File: src/rtl/dma_pkg.sv
// Shared definitions for the word-copy DMA engine and its memory controller port.
package dma_pkg;

  localparam int DATA_W_DEF = 32;
  localparam int ADDR_W_DEF = 16;
  localparam int LEN_W_DEF  = 16;

  localparam logic MC_WE_READ  = 1'b0;
  localparam logic MC_WE_WRITE = 1'b1;

  typedef enum logic [1:0] {
    ST_IDLE   = 2'd0,
    ST_READ   = 2'd1,
    ST_WRITE  = 2'd2,
    ST_FINISH = 2'd3
  } dma_state_e;

endpackage

File: src/rtl/dma_copy_ctrl_if.sv
// Request/acknowledge port between the DMA engine (master) and the memory controller (slave).
interface dma_copy_ctrl_if #(
  parameter int DATA_W = dma_pkg::DATA_W_DEF,
  parameter int ADDR_W = dma_pkg::ADDR_W_DEF
) ();

  logic              mc_req;
  logic              mc_we;
  logic [ADDR_W-1:0] mc_addr;
  logic [DATA_W-1:0] mc_wdata;
  logic              mc_ack;
  logic [DATA_W-1:0] mc_rdata;
  logic              mc_err;

  modport master (
    output mc_req, mc_we, mc_addr, mc_wdata,
    input  mc_ack, mc_rdata, mc_err
  );

  modport slave (
    input  mc_req, mc_we, mc_addr, mc_wdata,
    output mc_ack, mc_rdata, mc_err
  );

endinterface

File: src/rtl/dma_copy_ctrl.sv
// Word-copy DMA: alternating single-word read/write transactions, ascending addresses.
//
// state     | meaning
// ----------+------------------------------------------------------------
// ST_IDLE   | waiting for dma_start; latches src/dst/length on start
// ST_READ   | read request at src_ptr outstanding until mc_ack
// ST_WRITE  | write request of buffered word at dst_ptr until mc_ack
// ST_FINISH | one-cycle dma_done pulse, then back to idle
module dma_copy_ctrl
  import dma_pkg::*;
#(
  parameter int DATA_W = DATA_W_DEF,
  parameter int ADDR_W = ADDR_W_DEF,
  parameter int LEN_W  = LEN_W_DEF
) (
  input  logic              dma_clk,
  input  logic              dma_reset,
  input  logic              dma_start,
  input  logic [ADDR_W-1:0] dma_src_addr,
  input  logic [ADDR_W-1:0] dma_dst_addr,
  input  logic [LEN_W-1:0]  dma_length,
  output logic              dma_busy,
  output logic              dma_done,
  output logic              dma_err,
  dma_copy_ctrl_if.master   mc
);

  dma_state_e        state_q;
  logic [ADDR_W-1:0] src_ptr_q, dst_ptr_q;
  logic [ADDR_W-1:0] src_ptr_d, dst_ptr_d;
  logic [LEN_W-1:0]  remain_q, remain_d;
  logic              busy_q, done_q, err_q;
  logic              mc_req_q, mc_we_q;
  logic [ADDR_W-1:0] mc_addr_q;
  logic [DATA_W-1:0] mc_wdata_q;
  logic              last_word;

  // Pointers wrap modulo 2^ADDR_W by plain truncation.
  assign src_ptr_d = src_ptr_q + ADDR_W'(1);
  assign dst_ptr_d = dst_ptr_q + ADDR_W'(1);
  assign remain_d  = remain_q - LEN_W'(1);
  assign last_word = (remain_q == LEN_W'(1));

  always_ff @(posedge dma_clk or negedge dma_reset) begin
    if (!dma_reset) begin
      state_q    <= ST_IDLE;
      src_ptr_q  <= '0;
      dst_ptr_q  <= '0;
      remain_q   <= '0;
      busy_q     <= 1'b0;
      done_q     <= 1'b0;
      err_q      <= 1'b0;
      mc_req_q   <= 1'b0;
      mc_we_q    <= MC_WE_READ;
      mc_addr_q  <= '0;
      mc_wdata_q <= '0;
    end else begin
      done_q <= 1'b0;
      unique case (state_q)
        ST_IDLE: begin
          if (dma_start) begin
            src_ptr_q <= dma_src_addr;
            dst_ptr_q <= dma_dst_addr;
            remain_q  <= dma_length;
            err_q     <= 1'b0;
            if (dma_length == '0) begin
              state_q <= ST_FINISH;
              done_q  <= 1'b1;
            end else begin
              state_q   <= ST_READ;
              busy_q    <= 1'b1;
              mc_req_q  <= 1'b1;
              mc_we_q   <= MC_WE_READ;
              mc_addr_q <= dma_src_addr;
            end
          end
        end

        ST_READ: begin
          if (mc.mc_ack) begin
            if (mc.mc_err) begin
              state_q  <= ST_FINISH;
              err_q    <= 1'b1;
              busy_q   <= 1'b0;
              done_q   <= 1'b1;
              mc_req_q <= 1'b0;
            end else begin
              state_q    <= ST_WRITE;
              mc_we_q    <= MC_WE_WRITE;
              mc_addr_q  <= dst_ptr_q;
              mc_wdata_q <= mc.mc_rdata;
            end
          end
        end

        ST_WRITE: begin
          if (mc.mc_ack) begin
            if (mc.mc_err) begin
              state_q  <= ST_FINISH;
              err_q    <= 1'b1;
              busy_q   <= 1'b0;
              done_q   <= 1'b1;
              mc_req_q <= 1'b0;
            end else begin
              src_ptr_q <= src_ptr_d;
              dst_ptr_q <= dst_ptr_d;
              remain_q  <= remain_d;
              if (last_word) begin
                state_q  <= ST_FINISH;
                busy_q   <= 1'b0;
                done_q   <= 1'b1;
                mc_req_q <= 1'b0;
              end else begin
                // Next read goes out back-to-back; request stays high.
                state_q   <= ST_READ;
                mc_we_q   <= MC_WE_READ;
                mc_addr_q <= src_ptr_d;
              end
            end
          end
        end

        ST_FINISH: begin
          state_q <= ST_IDLE;
        end

        default: begin
          state_q  <= ST_IDLE;
          busy_q   <= 1'b0;
          mc_req_q <= 1'b0;
        end
      endcase
    end
  end

  assign dma_busy    = busy_q;
  assign dma_done    = done_q;
  assign dma_err     = err_q;
  assign mc.mc_req   = mc_req_q;
  assign mc.mc_we    = mc_we_q;
  assign mc.mc_addr  = mc_addr_q;
  assign mc.mc_wdata = mc_wdata_q;

endmodule

File: src/flat_wrapper.sv
// flat-port wrapper written by rule: the top's interface ports become plain ports
module dma_copy_ctrl_flat import dma_pkg::*;
#(
  parameter int DATA_W = DATA_W_DEF,
  parameter int ADDR_W = ADDR_W_DEF,
  parameter int LEN_W  = LEN_W_DEF
)
  (dma_clk, dma_reset, dma_start, dma_src_addr, dma_dst_addr, dma_length, dma_busy, dma_done, dma_err, mc_mc_req, mc_mc_we, mc_mc_addr, mc_mc_wdata, mc_mc_ack, mc_mc_rdata, mc_mc_err);
  dma_copy_ctrl_if #(.DATA_W(DATA_W), .ADDR_W(ADDR_W)) mc_i ();
  input  logic dma_clk;
  input  logic dma_reset;
  input  logic dma_start;
  input  logic [ADDR_W-1:0] dma_src_addr;
  input  logic [ADDR_W-1:0] dma_dst_addr;
  input  logic [LEN_W-1:0] dma_length;
  output logic dma_busy;
  output logic dma_done;
  output logic dma_err;
  output wire logic [$bits(mc_i.mc_req)-1:0] mc_mc_req;
  output wire logic [$bits(mc_i.mc_we)-1:0] mc_mc_we;
  output wire logic [$bits(mc_i.mc_addr)-1:0] mc_mc_addr;
  output wire logic [$bits(mc_i.mc_wdata)-1:0] mc_mc_wdata;
  input wire logic [$bits(mc_i.mc_ack)-1:0] mc_mc_ack;
  input wire logic [$bits(mc_i.mc_rdata)-1:0] mc_mc_rdata;
  input wire logic [$bits(mc_i.mc_err)-1:0] mc_mc_err;
  assign mc_mc_req = mc_i.mc_req;
  assign mc_mc_we = mc_i.mc_we;
  assign mc_mc_addr = mc_i.mc_addr;
  assign mc_mc_wdata = mc_i.mc_wdata;
  assign mc_i.mc_ack = mc_mc_ack;
  assign mc_i.mc_rdata = mc_mc_rdata;
  assign mc_i.mc_err = mc_mc_err;
  dma_copy_ctrl #(.DATA_W(DATA_W), .ADDR_W(ADDR_W), .LEN_W(LEN_W)) u_core (.dma_clk(dma_clk), .dma_reset(dma_reset), .dma_start(dma_start), .dma_src_addr(dma_src_addr), .dma_dst_addr(dma_dst_addr), .dma_length(dma_length), .dma_busy(dma_busy), .dma_done(dma_done), .dma_err(dma_err), .mc(mc_i));
endmodule
File: config.mk
export PLATFORM = sky130hd
export DESIGN_NAME = dma_copy_ctrl_flat
export DESIGN_NICKNAME = d
export VERILOG_FILES = /design/src/rtl/dma_pkg.sv /design/src/rtl/dma_copy_ctrl_if.sv /design/src/rtl/dma_copy_ctrl.sv /design/src/flat_wrapper.sv
export SDC_FILE = /design/constraint.sdc
export NUM_CORES = 1
export LEC_CHECK = 0
export CORE_MARGIN = 4
export CORE_UTILIZATION = 45
export CTS_BUF_LIST = sky130_fd_sc_hd__clkbuf_16
export DETAILED_ROUTE_END_ITERATION = 6
export PLACE_DENSITY = 0.77
export SYNTH_ARGS = -nofsm -noshare
export SYNTH_HDL_FRONTEND = slang
export SYNTH_SLANG_ARGS = --single-unit
File: constraint.sdc
create_clock -name dma_clk -period 2.2 [get_ports dma_clk]
set_input_delay 0.33 -clock dma_clk [delete_from_list [all_inputs] [get_ports dma_clk]]
set_output_delay 0.33 -clock dma_clk [all_outputs]
set_load 0.02 [all_outputs]
==> results of run 1 <==
==> sequential cells by signal, indices dropped and copies added, names as in the netlist <==
signal,count
u_core.dma_done,1
u_core.dma_err,1
u_core.dst_ptr_q,16
u_core.mc.mc_addr,16
u_core.mc.mc_req,1
u_core.mc.mc_wdata,32
u_core.mc.mc_we,1
u_core.remain_q,16
u_core.src_ptr_q,16
u_core.state_q,2
==> area by class of cell <==
class	instances	area (um^2)
Fill cell	1010	4180
Tap cell	168	210
Inverter	14	52.6
Multi-Input combinational cell	439	2970
Timing Repair Buffer	202	1960
Clock inverter	7	65.1
Sequential cell	102	2550
Clock buffer	9	225
==> critical path, stage by stage, from the launching register on <==
cell and delay, ps:
dfrtp_1 400, or3_4 380, or2_4 290, o31ai_4 210, a2111oi_4 120, buf_6 160
buf_4 130, buf_4 120, mux2_4 280
==> metrics by stage <==
step / setup WS, ps / setup TNS [ps] / power, mW / instance area, um^2 / hold WS, ps
floorplan: 10.3 / 0 / 8.09 / 5700 / 34.4
global route: -48.3 / -548 / 13.7 / 8040 / 525
finish: 7.25 / 0 / 12.9 / 8040 / 506
detailed placement: -114 / -1410 / 11.0 / 7580 / 368
global placement: -84.7 / -1210 / 10.7 / 7580 / 365
CTS: 24.2 / 0 / 12.6 / 7880 / 509
==> worst min path at each step <==
| stage | slack, ps | start | endpoint |
|---|---|---|---|
| detailed placement | 370 | dma_reset | u_core.src_ptr_q[8] |
| finish | 510 | u_core.mc.mc_wdata[7] | u_core.mc.mc_wdata[7] |
| global placement | 360 | dma_reset | u_core.src_ptr_q[9] |
| CTS | 510 | u_core.mc.mc_wdata[18] | u_core.mc.mc_wdata[18] |
| floorplan | 30 | dma_reset | u_core.dma_done |
| global route | 520 | u_core.mc.mc_wdata[0] | u_core.mc.mc_wdata[0] |
==> Yosys cell counts (all sizes together) (2+ instances only) <==
library cell    n  area share
a21oi          50       0.044
a22oi           7      0.0092
a2bb2oi         3      0.0046
a31oi          10       0.011
a32oi           2      0.0031
and3            6      0.0066
buf             9      0.0088
clkbuf         35       0.023
dfrtp         102        0.45
ha              8       0.018
inv            13      0.0086
mux2           49        0.10
mux2i          13       0.023
nand2          49       0.032
nand2b          3      0.0033
nand3          42       0.037
nand4           8      0.0088
nor2           38       0.025
nor2b           4      0.0044
nor3           11      0.0097
nor4           14       0.016
o211ai          2      0.0026
o21a            4      0.0053
o21ai          38       0.033
o221a           4      0.0079
o221ai          4      0.0062
o22a            3      0.0046
o22ai          25       0.027
o31a            2      0.0031
o31ai           2      0.0051
or2             2      0.0026
or3             9       0.011
or4             4      0.0053
xnor2           3      0.0046
xor2            4      0.0062
==> kinds of logic (layout without fill, tap and decap cells) <==
family,after synthesis,count (layout),synth area share
flops,102,102,0.448
buf+inv,58,232,0.0411
simple gates,197,197,0.172
xor+xnor,7,7,0.0108
compound gates,165,165,0.184
mux,62,62,0.126
fa+ha+maj,8,8,0.0176
==> power by group through the flow <==
stage / Sequential, mW / Clock, mW / Combinational (mW)
finish: 3.76 / 1.58 / 7.51
floorplan: 4.10 / 0 / 3.99
detailed placement: 3.76 / 0 / 7.19
CTS: 3.73 / 1.62 / 7.21
global placement: 3.70 / 0 / 6.98
global route: 3.92 / 1.70 / 8.13
==> repair_timing <==
item	4_1_cts	5_1_grt
gates resized for setup	0	14
setup buffers	0	9
hold buffers	1	0
endpoints found under the setup margin	0	29
endpoints found under the hold margin	28	0
==> per-layer routing <==
metal	routed length, um	global-route usage	vias up	part of all wire
li1	-	-	2563	-
met1	6780	0.291	2678	0.40
met2	8940	0.403	222	0.52
met3	1120	0.0514	25	0.065
met4	306	0.0751	0	0.018
met5	0	0	-	0
==> impl_metrics.tcl, run 1 <==
set metrics [dict create \
    syn-num-nets 692 \
    cp_max_fo 3 \
    num_rows 40 \
    clock_skew_ps 11.2 \
    drive_gt1_frac 0.197 \
    initial_utilization 0.466 \
    hold_viol_final 0 \
    cts.sinks 102 \
    synth.cell_area_um2 5690 \
    overflow 0 \
    worstMarginPinSlew_ps 674 \
    die-area_um2 14500 \
    vdd_drop_max_mv 0.737 \
    seq_power_share 0.293 \
    rsz0062_at_grt "true" \
    gp_congestion 0.907 \
    internal_power_mw 7.35 \
    drt_first_pass_iters 5 \
    syn_to_final_growth_pct 41.1 \
    clkPwrFrac 0.123 \
    dp_hpwl_mm 12.4 \
    finalNonFillerCells 941 \
    grt_pass1_wl_mm 27.2 \
    syn_inst 599 \
    dp.cells 914 \
    ant_nets 0 \
    async_reset_ff_frac 1.00 \
    design.core.area_um2 12200 \
    fin_crit_ps 2190 \
    die_w_um 120 \
    fin_crit_sh 0.997 \
    num_antenna_cells 0 \
    maxCapViolCount 0 \
    layout_commonest_cell "clkdlybuf4s50_1" \
    setup.worst_path.end "u_core.mc.mc_addr[7]" \
    numCtsBuffers 9 \
    r2r_cells 8 \
    status "completed" \
    finalSetupViolCount 0 \
    nets 861 \
    hp-class "reg -> reg" \
    worstPathRequired_ps 2450 \
    root_buffer "clkbuf_16" \
    via_count 5488 \
    drc 0 \
    relSlewSlack 0.547 \
    via_per_inst 5.83 \
    fmaxAchievable_mhz 456 \
    ys_warn_count 0 \
    antenna_found_initial 0 \
    reg2reg_to "u_core.mc.mc_addr[7]" \
    switching_share 0.428 \
    final_util 0.658 \
    synthFlopType "dfrtp_1" \
    io_pins 138 \
    regToRegSetupSlack_ps 7 \
    clk_latency_ps 360 \
    crit_path_start_kind "flop" \
    portBuffers 137 \
    maxSlewViolCount 0 \
    comb_power_share 0.584 \
    seq_area_frac_synth 0.448 \
    p_per_area_nw_per_um2 1600 \
    synth_cell_types 60 \
    first_global_vias 5348 \
    syn_avg_cell_area_um2 9.51 \
    whs_path_depth 1 \
    cts_tree "done" \
    htree_levels 3 \
    drtIter0Drc 420 \
    leakage_nw 3.26 \
    cp_data_arrival_time_ps 2440 \
    p_switching_mw 5.51 \
    criticalPathCategory "reg -> reg" \
    r2r-start "u_core.remain_q[10]" \
    final_cell_mix "clkdlybuf4s50_1 (136), dfrtp_1 (102), buf_4 (57)" \
    crit_start "u_core.remain_q[10]" \
    grt_max_degree 58 \
    synth-seq-cells 102 \
    grt.total_usage 0.233 \
    die_y_um 120 \
    crit_path_end_kind "flop" \
    cts.clk_slew.worst_paths_ps 80 \
    clock_path_buffers 2 \
    synth_enable_flop_cells 0 \
    wl_per_cell_um 18.2 \
    postRouteWirelength_mm 17.1 \
]
No activity file was read; power rests on OpenSTA's default activity.
==> inputs of run 2 (changes only) <==
Settings changed: CTS_CLUSTER_SIZE set to 40.
==> results of run 2 <==
No change in the layout: final DEF, timing and power equal those of run 1.
